$ cat config.mk
export PLATFORM = sky130hd
export DESIGN_NAME = adam_aes_encipher_block_par_flat
export DESIGN_NICKNAME = d
export VERILOG_FILES = /design/src/rtl/adam_aes_encipher_block_par_if.sv /design/src/rtl/adam_aes_encipher_block_par.sv /design/src/flat_wrapper.sv
export SDC_FILE = /design/constraint.sdc
export NUM_CORES = 1
export LEC_CHECK = 0
export BUFFER_PORTS_ARGS = -buffer_cell sky130_fd_sc_hd__buf_2
export CAP_MARGIN = 20
export CORE_ASPECT_RATIO = 1.2
export CORE_UTILIZATION = 40
export CTS_CLUSTER_SIZE = 10
export DETAILED_ROUTE_END_ITERATION = 8
export PLACE_DENSITY = 0.71
export SETUP_SLACK_MARGIN = 0.5
export SYNTH_ARGS = -nofsm -noshare
export SYNTH_HDL_FRONTEND = slang
export SYNTH_SLANG_ARGS = --single-unit
$ cat constraint.sdc
create_clock -name clk -period 5.3 [get_ports clk]
set_clock_uncertainty 0.2 [all_clocks]
set_input_delay 0.53 -clock clk [delete_from_list [all_inputs] [get_ports clk]]
set_output_delay 0.53 -clock clk [all_outputs]
set_load 0.05 [all_outputs]
$ cat src/rtl/adam_aes_encipher_block_par_if.sv
// Bundle between the AES encipher datapath, the core wrapper,
// the round-key memory and the external S-box bank.
//   next/abort/keylen/block : control and plaintext from the wrapper
//   round/round_key         : key lookup by round index
//   sboxw/new_sboxw         : S-box lanes, lane 0 in the MSBs
//   new_block/ready/done    : state register, idle flag, result pulse
interface adam_aes_encipher_block_par_if #(
   parameter int SBOX_LANES = 1
);
   logic                    next;
   logic                    abort;
   logic [1:0]              keylen;
   logic [3:0]              round;
   logic [127:0]            round_key;
   logic [32*SBOX_LANES-1:0] sboxw;
   logic [32*SBOX_LANES-1:0] new_sboxw;
   logic [127:0]            block;
   logic [127:0]            new_block;
   logic                    ready;
   logic                    done;

   modport master (
      output next, abort, keylen, round_key, new_sboxw, block,
      input  round, sboxw, new_block, ready, done
   );

   modport slave (
      input  next, abort, keylen, round_key, new_sboxw, block,
      output round, sboxw, new_block, ready, done
   );
endinterface

$ cat src/rtl/adam_aes_encipher_block_par.sv
// Iterative AES encipher datapath, SBOX_LANES S-box words per cycle.
// Ports: clk, reset_n (async, active-low), bus (slave side of the
//   encipher interface: start/abort, key lookup, S-box lanes, result).
module adam_aes_encipher_block_par #(
   parameter int SBOX_LANES = 1
) (
   input  logic clk,
   input  logic reset_n,
   adam_aes_encipher_block_par_if.slave bus
);
   localparam int L  = SBOX_LANES;
   localparam int S  = (L == 4) ? 1 : (L == 2) ? 2 : 4;
   localparam int LW = 32 * L;

   generate
      if (!(L == 1 || L == 2 || L == 4)) begin : g_bad_lanes
         $fatal(1, "SBOX_LANES must be 1, 2 or 4");
      end
   endgenerate

   typedef enum logic [1:0] {
      ST_IDLE,
      ST_INIT,
      ST_SBOX,
      ST_MAIN
   } state_t;

   state_t        r_state, w_state_nxt;
   logic [127:0]  r_block, w_block_nxt;
   logic [3:0]    r_round, w_round_nxt;
   logic [1:0]    r_ctr, w_ctr_nxt;
   logic [1:0]    r_keylen, w_keylen_nxt;
   logic          r_ready, w_ready_nxt;
   logic          r_done, w_done_nxt;

   logic [3:0]    w_nr;
   logic          w_last;
   logic [31:0]   w_words [4];
   logic [31:0]   w_sub_words [4];
   logic [127:0]  w_sub_block;
   logic [LW-1:0] w_sboxw;
   logic [127:0]  w_sr;
   logic [127:0]  w_mc;

   function automatic logic [7:0] xtime(input logic [7:0] b);
      return {b[6:0], 1'b0} ^ (b[7] ? 8'h1b : 8'h00);
   endfunction

   function automatic logic [31:0] mix_col(input logic [31:0] c);
      logic [7:0] a0, a1, a2, a3;
      a0 = c[31:24];
      a1 = c[23:16];
      a2 = c[15:8];
      a3 = c[7:0];
      return {xtime(a0) ^ xtime(a1) ^ a1 ^ a2 ^ a3,
              a0 ^ xtime(a1) ^ xtime(a2) ^ a2 ^ a3,
              a0 ^ a1 ^ xtime(a2) ^ xtime(a3) ^ a3,
              xtime(a0) ^ a0 ^ a1 ^ a2 ^ xtime(a3)};
   endfunction

   // Byte (row r, column c) lives at index 4c+r, MSB first.
   function automatic logic [127:0] shift_rows(input logic [127:0] s);
      logic [127:0] o;
      o = '0;
      for (int c = 0; c < 4; c++) begin
         for (int r = 0; r < 4; r++) begin
            o[127-8*(4*c+r) -: 8] = s[127-8*(4*((c+r)%4)+r) -: 8];
         end
      end
      return o;
   endfunction

   function automatic logic [127:0] mix_columns(input logic [127:0] s);
      return {mix_col(s[127:96]), mix_col(s[95:64]),
              mix_col(s[63:32]),  mix_col(s[31:0])};
   endfunction

   // State word carried by a lane in the current S-box cycle.
   function automatic logic [1:0] lane_idx(input logic [1:0] ctr,
                                           input int lane);
      return 2'(int'(ctr) * L + lane);
   endfunction

   always_comb begin
      unique case (r_keylen)
         2'd0:    w_nr = 4'd10;
         2'd1:    w_nr = 4'd12;
         default: w_nr = 4'd14;
      endcase
   end

   assign w_last = (r_ctr == 2'(S - 1));
   assign w_sr   = shift_rows(r_block);
   assign w_mc   = mix_columns(w_sr);

   always_comb begin
      for (int i = 0; i < 4; i++) begin
         w_words[i] = r_block[127-32*i -: 32];
      end
   end

   // Lanes carry the selected words out; returned words replace
   // only those positions.
   always_comb begin
      w_sboxw     = '0;
      w_sub_words = w_words;
      for (int i = 0; i < L; i++) begin
         w_sboxw[LW-32-32*i +: 32] = w_words[lane_idx(r_ctr, i)];
         w_sub_words[lane_idx(r_ctr, i)] =
            bus.new_sboxw[LW-32-32*i +: 32];
      end
   end

   assign w_sub_block = {w_sub_words[0], w_sub_words[1],
                         w_sub_words[2], w_sub_words[3]};

   always_comb begin
      w_state_nxt  = r_state;
      w_block_nxt  = r_block;
      w_round_nxt  = r_round;
      w_ctr_nxt    = r_ctr;
      w_keylen_nxt = r_keylen;
      w_ready_nxt  = r_ready;
      w_done_nxt   = 1'b0;

      unique case (r_state)
         ST_IDLE: begin
            if (bus.next && !bus.abort) begin
               w_keylen_nxt = bus.keylen;
               w_round_nxt  = 4'd0;
               w_ctr_nxt    = 2'd0;
               w_ready_nxt  = 1'b0;
               w_state_nxt  = ST_INIT;
            end
         end
         ST_INIT: begin
            w_block_nxt = bus.block ^ bus.round_key;
            w_round_nxt = 4'd1;
            w_ctr_nxt   = 2'd0;
            w_state_nxt = ST_SBOX;
         end
         ST_SBOX: begin
            w_block_nxt = w_sub_block;
            if (w_last) begin
               w_ctr_nxt   = 2'd0;
               w_state_nxt = ST_MAIN;
            end else begin
               w_ctr_nxt = r_ctr + 2'd1;
            end
         end
         ST_MAIN: begin
            w_round_nxt = r_round + 4'd1;
            if (r_round < w_nr) begin
               w_block_nxt = w_mc ^ bus.round_key;
               w_state_nxt = ST_SBOX;
            end else begin
               w_block_nxt = w_sr ^ bus.round_key;
               w_ready_nxt = 1'b1;
               w_done_nxt  = 1'b1;
               w_state_nxt = ST_IDLE;
            end
         end
         default: w_state_nxt = ST_IDLE;
      endcase

      // Abort wins over every update in the same cycle, including
      // the final round: partial state and round are kept.
      if (bus.abort && r_state != ST_IDLE) begin
         w_state_nxt  = ST_IDLE;
         w_block_nxt  = r_block;
         w_round_nxt  = r_round;
         w_ctr_nxt    = 2'd0;
         w_keylen_nxt = r_keylen;
         w_ready_nxt  = 1'b1;
         w_done_nxt   = 1'b0;
      end
   end

   always_ff @(posedge clk or negedge reset_n) begin
      if (!reset_n) begin
         r_state  <= ST_IDLE;
         r_block  <= '0;
         r_round  <= '0;
         r_ctr    <= '0;
         r_keylen <= '0;
         r_ready  <= 1'b1;
         r_done   <= 1'b0;
      end else begin
         r_state  <= w_state_nxt;
         r_block  <= w_block_nxt;
         r_round  <= w_round_nxt;
         r_ctr    <= w_ctr_nxt;
         r_keylen <= w_keylen_nxt;
         r_ready  <= w_ready_nxt;
         r_done   <= w_done_nxt;
      end
   end

   assign bus.round     = r_round;
   assign bus.sboxw     = w_sboxw;
   assign bus.new_block = r_block;
   assign bus.ready     = r_ready;
   assign bus.done      = r_done;

endmodule
$ cat src/flat_wrapper.sv
// flat-port wrapper written by rule: the top's interface ports become plain ports
module adam_aes_encipher_block_par_flat 
#(
   parameter int SBOX_LANES = 1
)
  (clk, reset_n, bus_next, bus_abort, bus_keylen, bus_round_key, bus_new_sboxw, bus_block, bus_round, bus_sboxw, bus_new_block, bus_ready, bus_done);
  adam_aes_encipher_block_par_if #(.SBOX_LANES(SBOX_LANES)) bus_i ();
  input  logic clk;
  input  logic reset_n;
  input wire logic [$bits(bus_i.next)-1:0] bus_next;
  input wire logic [$bits(bus_i.abort)-1:0] bus_abort;
  input wire logic [$bits(bus_i.keylen)-1:0] bus_keylen;
  input wire logic [$bits(bus_i.round_key)-1:0] bus_round_key;
  input wire logic [$bits(bus_i.new_sboxw)-1:0] bus_new_sboxw;
  input wire logic [$bits(bus_i.block)-1:0] bus_block;
  output wire logic [$bits(bus_i.round)-1:0] bus_round;
  output wire logic [$bits(bus_i.sboxw)-1:0] bus_sboxw;
  output wire logic [$bits(bus_i.new_block)-1:0] bus_new_block;
  output wire logic [$bits(bus_i.ready)-1:0] bus_ready;
  output wire logic [$bits(bus_i.done)-1:0] bus_done;
  assign bus_i.next = bus_next;
  assign bus_i.abort = bus_abort;
  assign bus_i.keylen = bus_keylen;
  assign bus_i.round_key = bus_round_key;
  assign bus_i.new_sboxw = bus_new_sboxw;
  assign bus_i.block = bus_block;
  assign bus_round = bus_i.round;
  assign bus_sboxw = bus_i.sboxw;
  assign bus_new_block = bus_i.new_block;
  assign bus_ready = bus_i.ready;
  assign bus_done = bus_i.done;
  adam_aes_encipher_block_par #(.SBOX_LANES(SBOX_LANES)) u_core (.clk(clk), .reset_n(reset_n), .bus(bus_i));
endmodule
Word-level counts from Yosys, hierarchy flattened
Cells that the tools add are included.

word-level totals
  flip-flop bits (word level) = 140
  input port bits = 294
  output and inout port bits = 166
  logic and storage cells = 166

operators by class
  add/sub/neg operators = 2
  magnitude comparators = 3
  eq/ne operators = 9
  mux-type cells = 43
  bitwise gates (word level) = 85
  reduce and logical (&&, ||, !) cells = 17

operator list
  cell                                                    count
  bitwise XOR 8 bit                                       80
  one-hot mux 128 bit (3 select lines)                    1
  bitwise XOR 128 bit                                     3
  bitwise mux 128 bit                                     1
  2-to-1 mux 128 bit                                      1
  2-to-1 mux 32 bit                                       3
  2-to-1 mux 5 bit                                        16
  binary-select mux 32 bit (select 2 bit)                 1
  demux 32 bit (select 2 bit)                             1
  2-to-1 mux 2 bit                                        7
  one-hot mux 4 bit (3 select lines)                      1
  AND reduction 3 bit                                     3
  nonzero test 3 bit                                      3
  one-hot mux 2 bit (4 select lines)                      1
  == test 2 bit (second input constant)                   3
  2-to-1 mux 1 bit                                        6
  inequality test 3 x 1 -> 1 bit (second input constant)  2
  one-hot mux 2 bit (3 select lines)                      1
  one-hot mux 3 bit (2 select lines)                      1
  AND reduction 2 bit                                     3
  adder 4 x 1 -> 4 bit (second input constant)            1
  == test 2 x 1 -> 1 bit (second input constant)          2
  logical NOT 2 bit                                       2
  < comparator 4 bit                                      1
  13 further kinds                                        15

Longest topological paths before layout
  depth in word-level cells = 9
  gate-level depth with buffers = 12

Worst setup path before layout
OpenSTA, ideal clock, no wires.

  kind = register to register
  from = reg u_core.r_ctr[0]
  to = reg u_core.r_block[119], in the netlist u_core.bus.new_block[119]
  library setup time = 0.132 ns
  arrival time = 2.476 ns
  required time = 4.968 ns
  slack = 2.492 ns
  cell stages (with the launch flop) = 11
  path buffers = 4
  clock period less this slack = 2.808 ns
  cell sequence = dfrtp_1 clkbuf_1 buf_2 inv_1 ha_1 a21oi_1 or2_2 clkbuf_1 buf_2 o21ai_0 or3b_1

between the ends
  longest elaborated chain between the ends = 7
  elaborated cells on any way between the ends = 8
  those cells by class = 2 x order compare; 4 x mux; 1 x bitwise; 1 x reduce/logical

ends and longest elaborated chain
  item                                                                                             line                                text
  start, declared                                                                                  adam_aes_encipher_block_par.sv:31   logic [1:0] r_ctr, w_ctr_nxt;
  start signal, assigned                                                                           adam_aes_encipher_block_par.sv:192  r_ctr <= w_ctr_nxt;
  inverter 2 -> 3 bit (not written as such) *                                                      adam_aes_encipher_block_par.sv:109  w_sub_words[lane_idx(r_ctr, i)] =
  >= comparator 3 bit (not written as such) / < comparator 3 x 1 -> 1 bit (equally long branches)  adam_aes_encipher_block_par.sv:109
  logical AND 1 bit (not written as such)                                                          adam_aes_encipher_block_par.sv:109
  2-to-1 mux 32 bit (not written as such)                                                          adam_aes_encipher_block_par.sv:109
  demux 32 bit (select 2 bit) *                                                                    adam_aes_encipher_block_par.sv:109
  bitwise mux 128 bit *                                                                            adam_aes_encipher_block_par.sv:109
  one-hot mux 128 bit (3 select lines) *                                                           adam_aes_encipher_block_par.sv:126  unique case (r_state)
  end signal, assigned                                                                             adam_aes_encipher_block_par.sv:190  r_block <= w_block_nxt;
  end, declared                                                                                    adam_aes_encipher_block_par.sv:29   logic [127:0] r_block, w_block_nxt;

Mark *: on every way between the ends. The rest lies on a longest branch, timed or not.
A chain may end at the register's enable or synchronous reset.

Worst setup path after layout
  from = reg u_core.r_ctr[0]
  to = reg u_core.r_block[25], in the netlist u_core.bus.new_block[25]

Same word-level chain as after synthesis.

==> impl_metrics.json <==
{
  "status": "finished, final reports clean",
  "tightest_slew_ns": 1.07,
  "setup_violations": 0,
  "dp_hpwl_um": 60800,
  "gp_congestion": 0.963,
  "drcViolationCount": 0,
  "synth.largest_area_cell": "dfrtp_1",
  "holdWs_ns": 0.120,
  "firstDrtPassIters": 5,
  "syn_nets": 2267,
  "overflow": 0,
  "crit_required_ns": 5.43,
  "cts_buffer_depth": 2,
  "avgSynthCellArea_sq_um": 8.09,
  "syn-cell-area_sq_um": 15900,
  "cap_violations": 0,
  "final_nets": 2527,
  "crit_type": "register to register",
  "drt_iter0_markers": 2140,
  "ys_seq_area_frac": 0.220,
  "cpMaxStageDelayCell": "or2_2",
  "yosysMostFrequentCell": "xnor2_1",
  "core_area_sq_um": 38900,
  "synthArstFlopShare": 1.00,
  "powerDensity_nw_per_um2": 607,
  "cts-root-buf": "clkbuf_16",
  "max_stage_delay_ns": 0.83,
  "drv_slew": 0,
  "die_x_um": 184,
  "end_kind": "register",
  "viasPerCell": 6.14,
  "cts_made_buffers": 17,
  "finalCritPeriodShare": 0.617,
  "clk_pin_slew_worst_paths_ns": 0.07,
  "cts_hold_buf": 1,
  "drive_above_1_share": 0.275,
  "die_area_sq_um": 40600,
  "tns_ns": 0,
  "yosys_warnings": 0,
  "critPathMostFrequentCell": "a21oi_1",
  "p_clk_frac": 0.123,
  "initial_core_util": 0.409,
  "synth_cell_types": 56,
  "max_freq_mhz": 306,
  "hold_viol_final": 0,
  "p_sw_frac": 0.553,
  "peakVddDrop_mv": 0.299,
  "die_y_um": 220,
  "synth_cells": 1967,
  "groute.usage.overall": 0.399,
  "routed-via-count": 17002,
  "clk_latency_ns": 0.45,
  "yosys-top-cells-count": "xnor2_1 (367), nand2_1 (231), a21oi_1 (193), dfrtp_1 (139), buf_2 (136)",
  "rows": 79,
  "synth_top_area_frac": 0.219,
  "comb_power_share": 0.648,
  "synth_edf_count": 0,
  "stdcell_area_sq_um": 18600,
  "grt_pass1_wl_um": 115000,
  "grt_setup_unrepaired": "no",
  "cts_sinks": 140,
  "arrival_ns": 3.41,
  "grt_start_max_net_pins": 80,
  "power.internal_uw": 5050,
  "ant_nets": 0,
  "cts_setup_buffers": 0,
  "grt_antenna_before_repair": 5,
  "place_area_sq_um": 18000,
  "p_sw_uw": 6250,
  "port_buffers": 459,
  "seq_power_share": 0.229,
  "holdCritPathClass": "primary input to register",
  "p_leak_uw": 0.00773,
  "n_fill_cell": 3967,
  "path_buf_inv": 1,
  "cts_resized": 0,
  "cts_tree": "built",
  "ioPinCount": 460,
  "ys_ff_latch": 140,
  "min_period_ns": 3.27,
  "path_cells": "buf_4, ha_1, a21oi_1, or2_2, a21oi_1, nand2b_1, mux2i_1, a221oi_1",
  "netlist_top_cells_area": "dfrtp_1 (22%), xnor2_1 (20%), xor2_1 (6.3%), a21oi_1 (6.1%), nand2_1 (5.5%)",
  "critPathLaunchType": "register",
  "power_uw": 11300,
  "h-tree-depth": 4,
  "first_global_vias": 16089,
  "cp_max_fo": 37,
  "area_growth_pct": 17.1,
  "cp_top_family": "simple AND/OR/NAND/NOR gates",
  "drt-total-wl_um": 82500,
  "wire_per_inst_um": 29.8,
  "slew_headroom": 0.285,
  "synthFlopType": "dfrtp_1"
}
==> final timing paths <==
| kind | from | endpoint | slack (ns) | depth (start not counted) |
|---|---|---|---|---|
| worst max-delay path | u_core.r_ctr[0] | u_core.bus.new_block[25] | 2.03 | 8 |
| worst min-delay path | bus_keylen[0] | u_core.r_keylen[0] | 0.12 | 2 |
| worst max register to register | u_core.r_ctr[0] | u_core.bus.new_block[25] | 2.03 | 8 |
| worst min register to register | u_core.r_keylen[0] | u_core.r_keylen[0] | 0.33 | 1 |
| max in group asynchronous | reset_n | u_core.r_ctr[0] | 3.32 | 3 |
| min in group asynchronous | reset_n | u_core.bus.new_block[92] | 0.45 | 2 |
==> metrics by stage <==
stage	setup WS, ns	cells	utilization
floorplan	2.49	1967	-
global route	1.90	2770	0.478
finish	2.03	2770	0.478
detailed placement	2.14	2733	0.461
CTS	2.11	2766	0.478
global placement	1.84	2731	0.460
==> final cells by class <==
class	instances	area, sq um	area share
flip-flops and latches	140	3510	0.188
inverters	7	26.3	0.00141
clock buffers	20	457	0.0245
clock inverters	12	186	0.0100
multi-input cells	1580	11300	0.605
repair buffers	481	2510	0.135
well taps	526	658	0.0353
diodes	4	10.0	0.000537
==> registers in the layout, summed over array words and instances (netlist names) <==
signal and cells:
u_core.r_ctr 2, u_core.bus.ready 1, u_core.bus.done 1, u_core.r_keylen 2
u_core.r_state 2, u_core.bus.round 4, u_core.bus.new_block 128
==> cells by family (layout without fill, tap and decap cells) <==
kind of cell	count (synthesis)	count (layout)	share of synthesized area
compound gates	470	470	0.189
xor+xnor	503	503	0.292
fa+ha+maj	6	6	0.00472
buf+inv	247	520	0.0742
flops	140	140	0.220
mux	82	82	0.0772
other cells	0	4	0
simple gates	519	519	0.142
==> cells in the final DEF (no fill, tap or decap), types with 5 or more instances in the layout <==
master | synthesis | final
a2bb2oi_1 | 13 | 13
dfrtp_1 | 139 | 138
and3_1 | 6 | 6
mux4_2 | 31 | 31
ha_1 | 6 | 6
mux2i_1 | 48 | 48
xor2_1 | 114 | 114
xnor2_1 | 367 | 367
o211ai_1 | 21 | 21
a211oi_1 | 42 | 42
nand3_1 | 74 | 74
nor2_1 | 132 | 128
nand2b_1 | 48 | 47
clkbuf_16 | 0 | 17
nand4_1 | 5 | 5
buf_2 | 136 | 458
xnor3_1 | 10 | 10
inv_1 | 7 | 7
xnor2_2 | 10 | 10
a21oi_1 | 193 | 193
nor2_4 | 1 | 5
o22ai_1 | 74 | 74
nand2_1 | 231 | 230
buf_4 | 19 | 19
o211ai_2 | 39 | 39
o21ai_0 | 71 | 71
==> layer usage <==
metal / vias to the layer above / wire length [um] / part of all wire / global-route usage
met3: 295 / 8580 / 0.10 / 0.0732
met1: 8207 / 30900 / 0.37 / 0.495
li1: 7185 / - / - / -
met5: - / 13 / 0.00016 / 0
met2: 1313 / 36700 / 0.44 / 0.625
met4: 2 / 6390 / 0.077 / 0.289
==> power by group through the flow <==
stage	logic [uW]	clock network [uW]	registers (uW)
2_1_floorplan	5170	0	2540
3_3_place_gp	7090	0	2540
3_5_place_dp	7130	0	2540
4_1_cts	7210	1390	2520
5_1_grt	7660	1430	2560
6_report	7320	1390	2590
(Power assumes the default switching activity.)
